[src/rtl/fifo_gray.sv]
// Single-clock stream FIFO for buffering between CNN pipeline stages.
// Pointers carry a wrap bit and a Gray copy. Full and empty come from comparing
// the Gray pointers. Occupancy is exported in Gray code for status monitoring.
module fifo_gray #(
    parameter int unsigned ADDR_BIT = 4,
    parameter int unsigned WIDTH    = 8
) (
    input  logic                clk,
    input  logic                rst,
    input  logic                ren,
    input  logic                wen,
    input  logic [WIDTH-1:0]    in,
    output logic [WIDTH-1:0]    out,
    output logic                empty,
    output logic                full,
    output logic                almost_full,
    output logic [ADDR_BIT:0]   gray_count
);

    localparam int unsigned DEPTH = 1 << ADDR_BIT;
    localparam int unsigned PW    = ADDR_BIT + 1;

    // XOR mask that inverts the two MSBs of a Gray pointer. Built as a shifted
    // constant so it also works for ADDR_BIT == 1.
    localparam logic [PW-1:0] FULL_MASK = PW'(3) << (PW - 2);
    localparam logic [PW-1:0] AF_LEVEL  = PW'(DEPTH - 1);

    logic [WIDTH-1:0] mem [DEPTH];

    logic [PW-1:0] wptr;
    logic [PW-1:0] rptr;
    logic [PW-1:0] wgray;
    logic [PW-1:0] rgray;
    logic [PW-1:0] count;
    logic          do_write;
    logic          do_read;

    // Gray copies of the pointers, the occupancy, and the status flags
    always_comb begin
        wgray       = wptr ^ (wptr >> 1);
        rgray       = rptr ^ (rptr >> 1);
        count       = wptr - rptr;
        empty       = (wgray == rgray);
        full        = (wgray == (rgray ^ FULL_MASK));
        almost_full = (count >= AF_LEVEL);
        gray_count  = count ^ (count >> 1);
        do_write    = wen & ~full;
        do_read     = ren & ~empty;
    end

    // Storage array. It has no reset because its contents do not matter until written.
    always_ff @(posedge clk) begin
        if (do_write) begin
            mem[wptr[ADDR_BIT-1:0]] <= in;
        end
    end

    // Write pointer. It advances only on an accepted push.
    always_ff @(posedge clk or negedge rst) begin
        if (!rst) begin
            wptr <= '0;
        end else if (do_write) begin
            wptr <= wptr + PW'(1);
        end
    end

    // Read pointer and registered read data. out holds its value when no pop occurs.
    always_ff @(posedge clk or negedge rst) begin
        if (!rst) begin
            rptr <= '0;
            out  <= '0;
        end else if (do_read) begin
            rptr <= rptr + PW'(1);
            out  <= mem[rptr[ADDR_BIT-1:0]];
        end
    end

endmodule

[config.mk]
export PLATFORM = sky130hd
export DESIGN_NAME = fifo_gray
export DESIGN_NICKNAME = d
export VERILOG_FILES = /design/src/rtl/fifo_gray.sv
export SDC_FILE = /design/constraint.sdc
export NUM_CORES = 1
export LEC_CHECK = 0
export CAP_MARGIN = 20
export CORE_ASPECT_RATIO = 0.75
export CORE_MARGIN = 5
export CORE_UTILIZATION = 55
export DETAILED_ROUTE_END_ITERATION = 6
export PLACE_DENSITY = 0.75
export SKIP_CTS_REPAIR_TIMING = 1
export SYNTH_ARGS = -nofsm -noshare
export SYNTH_HDL_FRONTEND = slang
export SYNTH_SLANG_ARGS = --single-unit
[constraint.sdc]
create_clock -name clk -period 2.9 [get_ports clk]
set_input_delay 0.29 -clock clk [delete_from_list [all_inputs] [get_ports clk]]
set_output_delay 0.29 -clock clk [all_outputs]
set_load 0.1 [all_outputs]
==> results.cfg, run 1 <==
[job]
max_cap_viol_count = 0

[worst_hold_path]
hp-class = input port to asynchronous set/reset pin

[timing]
finalSetupViolCount = 1
setup_ws_ns = -0.0376
fin_hold_ws_ns = 0.393
max_freq_mhz = 340
final_hold_viol_count = 0
post-route-min-period_ns = 2.94
period_share_pct = 101
tightest_slew_ns = 0.919
slew_headroom_pct = 38.5
rsz0062_at_grt = yes
finClkSkew_ns = 0.00717
slew_viol_final = 0

[synth]
avgSynthCellArea_um2 = 19.6
synth_cell_types = 30
synth_enable_flop_cells = 128
async_flop_share_pct = 12.3
ys_ff_latch = 146
ys_seq_area_share_pct = 70.2
synthesis.area_um2 = 6120
postSynthCellCount = 312
syn_nets = 345
yosysWarnings = 0
ys.flop_type = edfxtp_1

[place]
place_congestion = 0.822
dp_slack_ns = 0.239
placed_cell_area_um2 = 6600
dp_hpwl_mm = 8.20
portBuffers = 27

[clocking]
cts_sinks = 146
clk_latency_ns = 0.41
htree_levels = 4
cts_made_buffers = 17
tritoncts = built
clk_path_buf_depth = 2
cts-root-buf = clkbuf_16
cts.clk_slew.worst_paths_ns = 0.06

[critical_path]
slowest_stage = dfrtp_1
cp_top_family = adder cells
path_cells = inv_2 -> ha_1 -> inv_2 -> fa_2 -> a21o_1 -> a21oi_2 -> xnor2_2 -> ha_2 -> nand2_1 -> o211ai_1 -> clkbuf_16
critPathMaxStageDelay_ns = 0.41
end_kind = output port
path_class = flop to output port
crit_path_max_fanout = 3
crit_buf_inv = 3
critPathMostFrequentCell = inv_2
critPathArrivalTime_ns = 2.65
crit_required_ns = 2.61
cp-start-kind = flop

[global_route]
grt_pass1_vias = 3256
grt_max_degree = 26
antenna_found_initial = 0
grt_usage_pct = 19.7
grt_pass1_wl_mm = 19.2
gr-total-overflow = 0

[cells_and_area]
fill_cells = 730
multi_input_area_um2 = 1700
regArea_um2 = 4300
n_antenna_cell = 0
areaGrowthSynthToFinish_pct = 18.1
final_area_um2 = 7230
final_nets = 389
layout-drive-gt1-share_pct = 26.3
fin_util_pct = 66.3

[floorplan]
dieArea_um2 = 13400
start_util_pct = 56.2
core_um2 = 10900
die_w_um = 132
core.rowCount = 33
die_y_um = 101
io_pins = 28

[routing]
first_pass_iters = 5
wire_per_inst_um = 24.0
ant_nets = 0
vias = 3036
drc = 0
vias_per_cell = 5.96
wl_mm = 12.2
dr.first_iter.drc_count = 236

[run_status]
status = finished with violations
violations = setup timing
==> layer usage <==
layer | track usage [%] | share of wire [%] | up-vias
li1 | - | - | 1358
met1 | 28.1 | 41 | 1547
met2 | 29.5 | 48 | 119
met3 | 6.11 | 9.3 | 12
met4 | 6.64 | 0.94 | 0
met5 | 0 | 0 | -
==> stage by stage <==
step / instances / TNS, ns
floorplan: 312 / -0.591
global placement: 474 / 0
detailed placement: 474 / 0
CTS: 506 / -0.208
global route: 509 / -0.150
finish: 509 / -0.0376
==> cell type report <==
cell class	count	share of cell area [%]
clock buffers	19	5.99
clock inverters	13	2.23
inverters	12	0.623
multi-input cells	141	23.5
flip-flops and latches	146	59.4
well taps	140	2.42
repair buffers	38	5.78
==> worst paths after layout <==
path	endpoint	from	slack [ns]	cells after the start
setup / recovery	almost_full	wptr[0]	-0.04	11
hold / removal	wptr[4]	rst	0.39	1
setup reg to reg	mem[1][7]	wptr[1]	0.34	6
hold reg to reg	out[4]	out[4]	0.51	1
max in group asynchronous	rptr[0]	rst	1.88	1
min in group clk	out[4]	out[4]	0.51	1
==> cells in the mapped netlist, types with 3 or more instances <==
cell type / instances / area share [%]
o2111ai_1: 4 / 0.57
clkbuf_1: 4 / 0.25
nand2_1: 10 / 0.61
buf_2: 3 / 0.25
o211ai_1: 3 / 0.37
dfrtp_1: 18 / 7.4
mux2_2: 8 / 1.5
mux4_2: 24 / 8.8
mux4_1: 8 / 3.4
edfxtp_1: 128 / 63
xnor2_1: 15 / 2.1
and3_1: 15 / 1.5
a22oi_1: 16 / 2.0
ha_1: 20 / 4.1
inv_1: 12 / 0.74
nor2_1: 3 / 0.18
==> worst register-to-register path: stages, from the launching register on <==
cell	delay, ns
dfrtp_1	0.50
inv_1	0.12
ha_1	0.33
xnor2_1	0.16
nand4_2	0.11
o21a_1	0.40
and3_1	0.57
==> state kept, by name, indices dropped and copies added, names as in the netlist <==
signal	flops
mem	128
out	8
rptr	5
wptr	5
==> logic make-up after synthesis <==
group	after synthesis	share of synthesized area (%)
flops	146	70.2
simple gates	32	2.84
fa+ha+maj	21	4.42
buf+inv	25	2.35
mux	42	14.1
xor+xnor	17	2.43
compound gates	29	3.70
==> layout by cell type (no fill, tap or decap), drive strengths merged, types with 4 or more instances in the layout <==
cell type      instances
and3                  15
clkinv                 6
mux2                  10
edfxtp               128
clkdlybuf4s50         11
buf                   26
dfrtp                 18
ha                    20
clkbuf                20
a22oi                 16
nand2                 10
inv                   13
xnor2                 15
o2111ai                4
mux4                  32
Power of run 1 is not shown: default switching activity piles up to over one toggle a cycle in this logic, so the estimate is an artifact.
==> run 2, diff against run 1 <==
- clock period: 2.9 -> 3 ns (I/O delays scaled with it)
==> run 2 against run 1 <==
Against the previous run:
- the flow still finishes with violations (setup timing)
- sequential cell count unchanged
- final cell count up 0.20%
- critical path depth unchanged
- largest cell class unchanged
- global-route usage is 0.12 points lower
- die area did not move
- sequential share of layout area shrank 0.49 points
==> results.cfg, run 2 (synthesis results as in run 1) <==
[worst_hold_path]
hp-class = input port to asynchronous set/reset pin

[cells_and_area]
mostFrequentLayoutCell = edfxtp_1
areaGrowthSynthToFinish_pct = 19.1
fin_util_pct = 66.9
n_antenna_cell = 0
final_nets = 390
largest_reg_flops = 128
layout-drive-gt1-share_pct = 26.5
final_cell_mix = edfxtp_1 (128), mux4_2 (24), clkbuf_16 (21)

[routing]
vias_per_cell = 6.04
drc = 0
first_pass_iters = 4
ant_nets = 0
dr.first_iter.drc_count = 274
wire_per_inst_um = 23.8
vias = 3079
wl_mm = 12.2

[clocking]
tritoncts = built
cts.clk_slew.worst_paths_ns = 0.06
cts-root-buf = clkbuf_16
cts_sinks = 146
clk_latency_ns = 0.42
htree_levels = 4
cts_made_buffers = 17
clk_path_buf_depth = 2

[timing]
post-route-min-period_ns = 3.07
period_share_pct = 102
final_hold_viol_count = 0
tightest_slew_ns = 0.879
rsz0062_at_grt = yes
slew_headroom_pct = 41.2
fin_hold_ws_ns = 0.382
setup_ws_ns = -0.0710
max_freq_mhz = 326
finalSetupViolCount = 1
slew_viol_final = 0
finClkSkew_ns = 0.00837

[floorplan]
core_um2 = 10900
dieArea_um2 = 13400
die_y_um = 101
io_pins = 28
core.rowCount = 33
start_util_pct = 56.2
die_w_um = 132

[place]
place_congestion = 0.925
portBuffers = 27
dp_hpwl_mm = 7.97

[job]
max_cap_viol_count = 0

[critical_path]
crit_required_ns = 2.70
crit_path_max_fanout = 4
path_class = flop to output port
critPathArrivalTime_ns = 2.77
cp-start-kind = flop
end_kind = output port

[run_status]
status = finished with violations
violations = setup timing

[global_route]
grt_pass1_vias = 3212
gr-total-overflow = 0
grt_max_degree = 22
grt_usage_pct = 19.6
grt_pass1_wl_mm = 18.9
antenna_found_initial = 0
-- run 2: cell types whose count changed in the layout (fill, tap and decap cells not counted), moves of 2 or more --
cell       previous run  this run
clkinv_4              3         1
clkbuf_8              0         2
clkbuf_16            18        21
clkbuf_1              2         4
-- run 2: per-layer routing --
layer / wire length [um] / track usage [%] / part of all wire, %
met5: 0 / 0 / 0
met4: 141 / 5.69 / 1.2
met3: 680 / 5.71 / 5.6
met2: 5800 / 29.6 / 48
met1: 5530 / 28.3 / 45
-- run 2: through the flow --
| step | worst slack (ns) | instance area, um^2 | cells | TNS [ns] |
|---|---|---|---|---|
| floorplan | -0.501 | 6150 | 312 | -0.501 |
| global placement | 0.439 | 6590 | 473 | 0 |
| detailed placement | 0.356 | 6590 | 473 | 0 |
| CTS | -0.102 | 7220 | 505 | -0.102 |
| global route | -0.169 | 7290 | 510 | -0.186 |
| finish | -0.0710 | 7290 | 510 | -0.0710 |
-- run 2: final cells by class --
| type | instances | area, um^2 |
|---|---|---|
| clock buffers | 26 | 543 |
| well taps | 140 | 175 |
| inverters | 12 | 47.5 |
| multi-input cells | 141 | 1710 |
| fillers | 722 | 3610 |
| flip-flops and latches | 146 | 4300 |
| repair buffers | 39 | 425 |
| clock inverters | 6 | 88.8 |
-- run 2: path summary, 6_finish.rpt --
| check | from | to | slack, ns | cells past startpoint |
|---|---|---|---|---|
| worst max-delay path | wptr[0] | almost_full | -0.07 | 11 |
| max in group asynchronous | rst | rptr[0] | 2.02 | 1 |
| min in group clk | out[7] | out[7] | 0.51 | 1 |
| worst max register to register | wptr[0] | mem[9][2] | 0.44 | 7 |
| worst min register to register | out[7] | out[7] | 0.51 | 1 |
| worst min-delay path | rst | rptr[2] | 0.38 | 1 |
-- run 2: worst max-delay path, cell delays in order (launching register included) --
cell	delay, ns
dfrtp_1	0.42
inv_2	0.12
ha_4	0.15
inv_4	0.03
fa_2	0.36
a21o_1	0.21
a21oi_2	0.18
xnor2_2	0.16
ha_2	0.21
nand2_1	0.04
o211ai_1	0.22
clkbuf_16	0.25
Power of run 2 is left out for the same reason.
